$ cat src/rtl/change_dispenser_if.sv
// Request and coin-ejector handshakes between the vending controller and the change dispenser.
interface change_dispenser_if #(
    parameter int unsigned AMT_W = 32
) ();
    logic             req_valid;
    logic [AMT_W-1:0] req_amount;
    logic             req_ready;
    logic             coin_valid;
    logic [AMT_W-1:0] coin_value;
    logic             coin_ready;

    modport master (
        output req_valid, req_amount, coin_ready,
        input  req_ready, coin_valid, coin_value
    );

    modport slave (
        input  req_valid, req_amount, coin_ready,
        output req_ready, coin_valid, coin_value
    );
endinterface

$ cat src/rtl/change_dispenser.sv
// Greedy coin payout (largest denomination first) with per-denomination stock and shortfall report.
module change_dispenser #(
    parameter int unsigned AMT_W      = 32,
    parameter int unsigned STOCK_W    = 8,
    parameter int unsigned DENOM_HI   = 10,
    parameter int unsigned DENOM_MID  = 5,
    parameter int unsigned DENOM_LO   = 1,
    parameter int unsigned INIT_STOCK = 20
) (
    input  logic               clk,
    input  logic               reset,
    change_dispenser_if.slave  bus,
    input  logic               refill_valid,
    input  logic [1:0]         refill_sel,
    input  logic [STOCK_W-1:0] refill_count,
    output logic               done,
    output logic               short,
    output logic [AMT_W-1:0]   shortfall,
    output logic [7:0]         coins_paid,
    output logic [STOCK_W-1:0] stock_hi,
    output logic [STOCK_W-1:0] stock_mid,
    output logic [STOCK_W-1:0] stock_lo
);
    localparam logic [AMT_W-1:0]   D_HI   = AMT_W'(DENOM_HI);
    localparam logic [AMT_W-1:0]   D_MID  = AMT_W'(DENOM_MID);
    localparam logic [AMT_W-1:0]   D_LO   = AMT_W'(DENOM_LO);
    localparam logic [STOCK_W-1:0] S_INIT = STOCK_W'(INIT_STOCK);

    typedef enum logic [2:0] {S_IDLE, S_SELECT, S_EMIT, S_DONE, S_FAIL} state_t;
    typedef enum logic [1:0] {DEN_HI = 2'd0, DEN_MID = 2'd1, DEN_LO = 2'd2} den_t;

    state_t           state;
    den_t             den_q;
    logic [AMT_W-1:0] remaining;
    logic [AMT_W-1:0] coin_value_q;
    logic             coin_valid_q;
    logic             req_ready_q;
    logic             emit_hs;
    logic [STOCK_W-1:0] hi_n, mid_n, lo_n;

    assign bus.req_ready  = req_ready_q;
    assign bus.coin_valid = coin_valid_q;
    assign bus.coin_value = coin_value_q;

    assign emit_hs = (state == S_EMIT) && bus.coin_ready;

    // Refill and ejection may hit the same counter in one cycle; fold both into one saturating sum.
    function automatic logic [STOCK_W-1:0] stock_next(
        input logic [STOCK_W-1:0] cur,
        input logic               add_en,
        input logic [STOCK_W-1:0] cnt,
        input logic               dec
    );
        logic [STOCK_W:0] sum;
        sum = {1'b0, cur} + (add_en ? {1'b0, cnt} : '0) - {{STOCK_W{1'b0}}, dec};
        return sum[STOCK_W] ? '1 : sum[STOCK_W-1:0];
    endfunction

    always_comb begin
        hi_n  = stock_next(stock_hi,  refill_valid && refill_sel == 2'd0, refill_count,
                           emit_hs && den_q == DEN_HI);
        mid_n = stock_next(stock_mid, refill_valid && refill_sel == 2'd1, refill_count,
                           emit_hs && den_q == DEN_MID);
        lo_n  = stock_next(stock_lo,  refill_valid && refill_sel == 2'd2, refill_count,
                           emit_hs && den_q == DEN_LO);
    end

    always_ff @(posedge clk) begin
        if (reset) begin
            state        <= S_IDLE;
            den_q        <= DEN_HI;
            remaining    <= '0;
            coin_value_q <= '0;
            coin_valid_q <= 1'b0;
            req_ready_q  <= 1'b1;
            done         <= 1'b0;
            short        <= 1'b0;
            shortfall    <= '0;
            coins_paid   <= '0;
            stock_hi     <= S_INIT;
            stock_mid    <= S_INIT;
            stock_lo     <= S_INIT;
        end else begin
            stock_hi  <= hi_n;
            stock_mid <= mid_n;
            stock_lo  <= lo_n;
            unique case (state)
                S_IDLE: begin
                    if (bus.req_valid) begin
                        remaining   <= bus.req_amount;
                        coins_paid  <= '0;
                        shortfall   <= '0;
                        short       <= 1'b0;
                        req_ready_q <= 1'b0;
                        if (bus.req_amount == '0) begin
                            state <= S_DONE;
                            done  <= 1'b1;
                        end else begin
                            state <= S_SELECT;
                        end
                    end
                end
                S_SELECT: begin
                    if (remaining >= D_HI && stock_hi != '0) begin
                        coin_value_q <= D_HI;
                        den_q        <= DEN_HI;
                        coin_valid_q <= 1'b1;
                        state        <= S_EMIT;
                    end else if (remaining >= D_MID && stock_mid != '0) begin
                        coin_value_q <= D_MID;
                        den_q        <= DEN_MID;
                        coin_valid_q <= 1'b1;
                        state        <= S_EMIT;
                    end else if (remaining >= D_LO && stock_lo != '0) begin
                        coin_value_q <= D_LO;
                        den_q        <= DEN_LO;
                        coin_valid_q <= 1'b1;
                        state        <= S_EMIT;
                    end else begin
                        state     <= S_FAIL;
                        done      <= 1'b1;
                        short     <= 1'b1;
                        shortfall <= remaining;
                    end
                end
                S_EMIT: begin
                    if (bus.coin_ready) begin
                        coin_valid_q <= 1'b0;
                        remaining    <= remaining - coin_value_q;
                        if (coins_paid != 8'hFF) coins_paid <= coins_paid + 8'd1;
                        if (remaining == coin_value_q) begin
                            state <= S_DONE;
                            done  <= 1'b1;
                        end else begin
                            state <= S_SELECT;
                        end
                    end
                end
                S_DONE, S_FAIL: begin
                    done        <= 1'b0;
                    req_ready_q <= 1'b1;
                    state       <= S_IDLE;
                end
                default: state <= S_IDLE;
            endcase
        end
    end
endmodule
$ cat src/flat_wrapper.sv
// flat-port wrapper written by rule: the top's interface ports become plain ports
module change_dispenser_flat 
#(
    parameter int unsigned AMT_W      = 32,
    parameter int unsigned STOCK_W    = 8,
    parameter int unsigned DENOM_HI   = 10,
    parameter int unsigned DENOM_MID  = 5,
    parameter int unsigned DENOM_LO   = 1,
    parameter int unsigned INIT_STOCK = 20
)
  (clk, reset, refill_valid, refill_sel, refill_count, done, short, shortfall, coins_paid, stock_hi, stock_mid, stock_lo, bus_req_valid, bus_req_amount, bus_coin_ready, bus_req_ready, bus_coin_valid, bus_coin_value);
  change_dispenser_if #(.AMT_W(AMT_W)) bus_i ();
  input  logic clk;
  input  logic reset;
  input  logic refill_valid;
  input  logic [1:0] refill_sel;
  input  logic [STOCK_W-1:0] refill_count;
  output logic done;
  output logic short;
  output logic [AMT_W-1:0] shortfall;
  output logic [7:0] coins_paid;
  output logic [STOCK_W-1:0] stock_hi;
  output logic [STOCK_W-1:0] stock_mid;
  output logic [STOCK_W-1:0] stock_lo;
  input wire logic [$bits(bus_i.req_valid)-1:0] bus_req_valid;
  input wire logic [$bits(bus_i.req_amount)-1:0] bus_req_amount;
  input wire logic [$bits(bus_i.coin_ready)-1:0] bus_coin_ready;
  output wire logic [$bits(bus_i.req_ready)-1:0] bus_req_ready;
  output wire logic [$bits(bus_i.coin_valid)-1:0] bus_coin_valid;
  output wire logic [$bits(bus_i.coin_value)-1:0] bus_coin_value;
  assign bus_i.req_valid = bus_req_valid;
  assign bus_i.req_amount = bus_req_amount;
  assign bus_i.coin_ready = bus_coin_ready;
  assign bus_req_ready = bus_i.req_ready;
  assign bus_coin_valid = bus_i.coin_valid;
  assign bus_coin_value = bus_i.coin_value;
  change_dispenser #(.AMT_W(AMT_W), .STOCK_W(STOCK_W), .DENOM_HI(DENOM_HI), .DENOM_MID(DENOM_MID), .DENOM_LO(DENOM_LO), .INIT_STOCK(INIT_STOCK)) u_core (.clk(clk), .reset(reset), .bus(bus_i), .refill_valid(refill_valid), .refill_sel(refill_sel), .refill_count(refill_count), .done(done), .short(short), .shortfall(shortfall), .coins_paid(coins_paid), .stock_hi(stock_hi), .stock_mid(stock_mid), .stock_lo(stock_lo));
endmodule
$ cat config.mk
export PLATFORM = sky130hd
export DESIGN_NAME = change_dispenser_flat
export DESIGN_NICKNAME = d
export VERILOG_FILES = /design/src/rtl/change_dispenser_if.sv /design/src/rtl/change_dispenser.sv /design/src/flat_wrapper.sv
export SDC_FILE = /design/constraint.sdc
export NUM_CORES = 1
export LEC_CHECK = 0
export ABC_CLOCK_PERIOD_IN_PS = 4100
export CAP_MARGIN = 0
export CELL_PAD_IN_SITES_DETAIL_PLACEMENT = 1
export CELL_PAD_IN_SITES_GLOBAL_PLACEMENT = 2
export CORE_AREA = 2 2 152 154
export DETAILED_ROUTE_END_ITERATION = 8
export DIE_AREA = 0 0 154 156
export PLACE_DENSITY_LB_ADDON = 0.1
export SLEW_MARGIN = 20
export SYNTH_ARGS = -nofsm -noshare
export SYNTH_HDL_FRONTEND = slang
export SYNTH_SLANG_ARGS = --single-unit
$ cat constraint.sdc
create_clock -name clk -period 4.1 [get_ports clk]
set_input_delay 0.82 -clock clk [delete_from_list [all_inputs] [get_ports clk]]
set_output_delay 0.82 -clock clk [all_outputs]
set_load 0.005 [all_outputs]
==> results of run 1 <==
sequential cells by signal, summed over array words and instances, names as in the netlist:
| signal | flops |
|---|---|
| u_core.bus.coin_value | 2 |
| u_core.short | 1 |
| u_core.state | 3 |
| u_core.stock_hi | 8 |
| u_core.bus.coin_valid | 1 |
| u_core.den_q | 2 |
| u_core.coins_paid | 8 |
| u_core.bus.req_ready | 1 |
| u_core.done | 1 |
| u_core.shortfall | 32 |
| u_core.stock_mid | 8 |
| u_core.stock_lo | 8 |
| u_core.remaining | 32 |
worst reg2reg max path, cell delays in order (launching register included):
cell     delay (ps)
dfxtp_1         480
nor2_1          130
and2_1          190
nand2_1         110
nor3_1           70
ha_1            270
inv_1            40
ha_1            210
fa_1            400
a21oi_1         200
o21ai_0         100
o211a_1         140
o41ai_1         340
xor2_1          180
buf_4           170
a21oi_1          80
where the power goes:
part	internal [mW]	switching, mW	total, mW
Sequential	1.22	0.204	1.42
Clock	0.557	0.421	0.977
Combinational	1.20	1.46	2.66
Total	2.97	2.08	5.05
path summary, 6_finish.rpt:
kind,depth (start not counted),end,start,slack (ps)
worst min-delay path,1,u_core.short,u_core.short,450
worst max-delay path,17,u_core.stock_lo[0],bus_coin_ready,400
worst max register to register,15,u_core.stock_mid[1],u_core.state[0],850
worst min register to register,1,u_core.short,u_core.short,450
cell usage after synthesis (6+ instances only):
library cell,count,area (sq um)
a211oi_1,12,90.09
a21o_1,6,45.04
a21oi_1,52,260.3
a22o_1,35,306.5
a31oi_1,10,62.56
and2_1,6,37.54
buf_4,30,225.2
clkbuf_1,30,112.6
dfxtp_1,107,2142
ha_1,53,663.1
inv_1,89,334.1
nand2_1,68,255.2
nand2b_1,8,50.05
nand3_1,13,65.06
nand4_1,13,81.33
nor2_1,58,217.7
nor2b_1,7,43.79
nor3_1,23,115.1
nor4_1,17,106.4
o21ai_0,35,175.2
o21bai_1,6,45.04
o41ai_1,8,70.07
or3_1,9,56.30
or4_1,10,75.07
xnor2_1,10,87.58
xor2_1,14,122.6
kinds of logic (layout without fill, tap and decap cells):
family,count (synthesis),count (layout),share of synthesized area
fa+ha+maj,58,58,0.1132
other cells,1,28,0.0005637
simple gates,251,251,0.1916
compound gates,221,221,0.2319
mux,1,1,0.001505
buf+inv,157,247,0.1076
flops,107,107,0.3220
xor+xnor,24,24,0.03160
metrics by stage:
| step | util | setup WS, ps | cell area, sq um | power (mW) |
|---|---|---|---|---|
| 6_report | 0.3772 | 397.2 | 8436 | 5.052 |
| 5_1_grt | 0.3772 | 107.0 | 8436 | 5.487 |
| 4_1_cts | 0.3772 | 366.7 | 8436 | 5.103 |
| 3_5_place_dp | 0.3625 | 0.1465 | 8108 | 4.093 |
| 3_3_place_gp | 0.3625 | 51.16 | 8108 | 3.997 |
| 2_1_floorplan | - | 460.8 | 6754 | 3.161 |
layer usage:
layer | global-route usage | part of all wire | routed length [um] | vias up
met5 | 0 | 0 | 0 | -
li1 | - | - | - | 3104
met4 | 0.05964 | 0.017 | 397 | 0
met3 | 0.03000 | 0.036 | 832 | 22
met1 | 0.2351 | 0.45 | 10300 | 3111
met2 | 0.3365 | 0.49 | 11290 | 115
area by class of cell:
cell class / instances / share of cell area
Clock buffer: 11 / 0.02877
Clock inverter: 5 / 0.01009
Inverter: 89 / 0.03960
Multi-Input combinational cell: 583 / 0.4631
Sequential cell: 107 / 0.2539
Tap cell: 285 / 0.04227
Timing Repair Buffer: 142 / 0.1623
==> impl_metrics.yaml, run 1 <==
outcome:
  status: "complete, no violations"
critical_path:
  crit_fanout: 7
  startpoint_type: "input pin"
  crit_family: "compound AO/OA/AOI/OAI gates"
  cp.arrival_ps: 3980
  critical_path_class: "input pin to register"
  crit_path_end_kind: "register"
  worst_ep_required_time_ps: 4380
  slowest_stage: "clkdlybuf4s50_1"
  path_cells: "clkdlybuf4s50_1 > nand2_1 > a211o_1 > nor2_1 > and3_1 > ha_1 > inv_1 > ha_1 > inv_1 > fa_1 > nor2b_1 > o21ai_0 > a21oi_1 > o41ai_1 > xor2_1 > buf_4 > a21oi_1"
  max_stage_delay_ps: 480
  critPathBufInv: 4
final_layout:
  multi_input_area_sq_mm: 0.003906
  syn_to_final_growth_pct: 26.80
  antenna_cells: 0
  finalNetCount: 1036
  fin_cells: 1222
  layout_common_cells: "clkdlybuf4s50_1, dfxtp_1, inv_1"
  register_area_sq_mm: 0.002142
  final_common_cell: "clkdlybuf4s50_1"
  nFillCells: 2660
  final_layout_size_suffix_gt1_frac: 0.05656
sta:
  period_needed_ps: 3703
  finalHoldViolCount: 0
  worst-slew-pin-transition_ps: 874.5
  rsz0062_at_grt: "false"
  maxSlewViolCount: 0
  slew-limit-headroom: 0.4152
  final.period_utilization: 0.9031
  setup_viol: 0
  clock.fmax_mhz: 270.1
  fin_worst_skew_ps: 10.37
  finalSetupTns_ps: 0
  hold_ws_ps: 453.5
synthesis:
  netlist_area_sq_mm: 0.006653
  synth_edf_count: 0
  synth_cell_types: 65
  syn_inst: 820
  syn_avg_cell_area_sq_um: 8.113
  ys_seq_area_frac: 0.3220
  synthFlopType: "dfxtp_1"
  synth-async-reset-ratio: 0
  ys_warn_count: 0
  ys_seq_elements: 107
clock_network:
  hold_buffers: 0
  cts.sinks: 107
  numCtsBuffers: 9
  cts_buffer_depth: 2
  cts-root-buf: "clkbuf_16"
  tritoncts: "built"
  post-cts-setup-buffers: 0
  clk_pin_slew_ps: 70
  cts_resized: 0
  clock_latency_ps: 360
  htree_num_levels: 3
placement:
  gp_congestion: 0.8403
  dpl.hpwl_um: 17590
  io_buffers: 118
  placed_cells: 1206
floorplanning:
  fp-row-count: 55
  die-area_sq_mm: 0.02402
  io_pins: 147
  core_sq_mm: 0.02237
  start_util: 0.2975
  die_y_um: 156
  die_w_um: 154
global_route:
  antenna_found_initial: 0
  first_global_vias: 6635
  grt_max_degree: 52
  grt_pass1_wl_um: 36080
  grt-ovfl-total: 0
  track_usage: 0.1895
routing:
  detail_route.wl_per_cell_um: 18.68
  vias: 6352
  first_pass_iters: 4
  drtAntennaViolNets: 0
  drt_iter0_markers: 261
  drc: 0
  drt_wl_total_um: 22820
  avgViaCountPerCell: 5.198
power_and_ir_drop:
  vdd_drop_max_v: 0.0003028
  powerDensity_mw_per_mm2: 598.9
  p_leak_nw: 3.479
hold_path:
  worstHoldPathType: "register to register"
run:
  cap_violations: 0
Note: power is estimated with default switching activity, not from simulation.
==> run 2, diff against run 1 <==
- SLEW_MARGIN: 20 -> not set
==> results of run 2 <==
The final DEF is identical to that of run 1; final timing and power are the same.
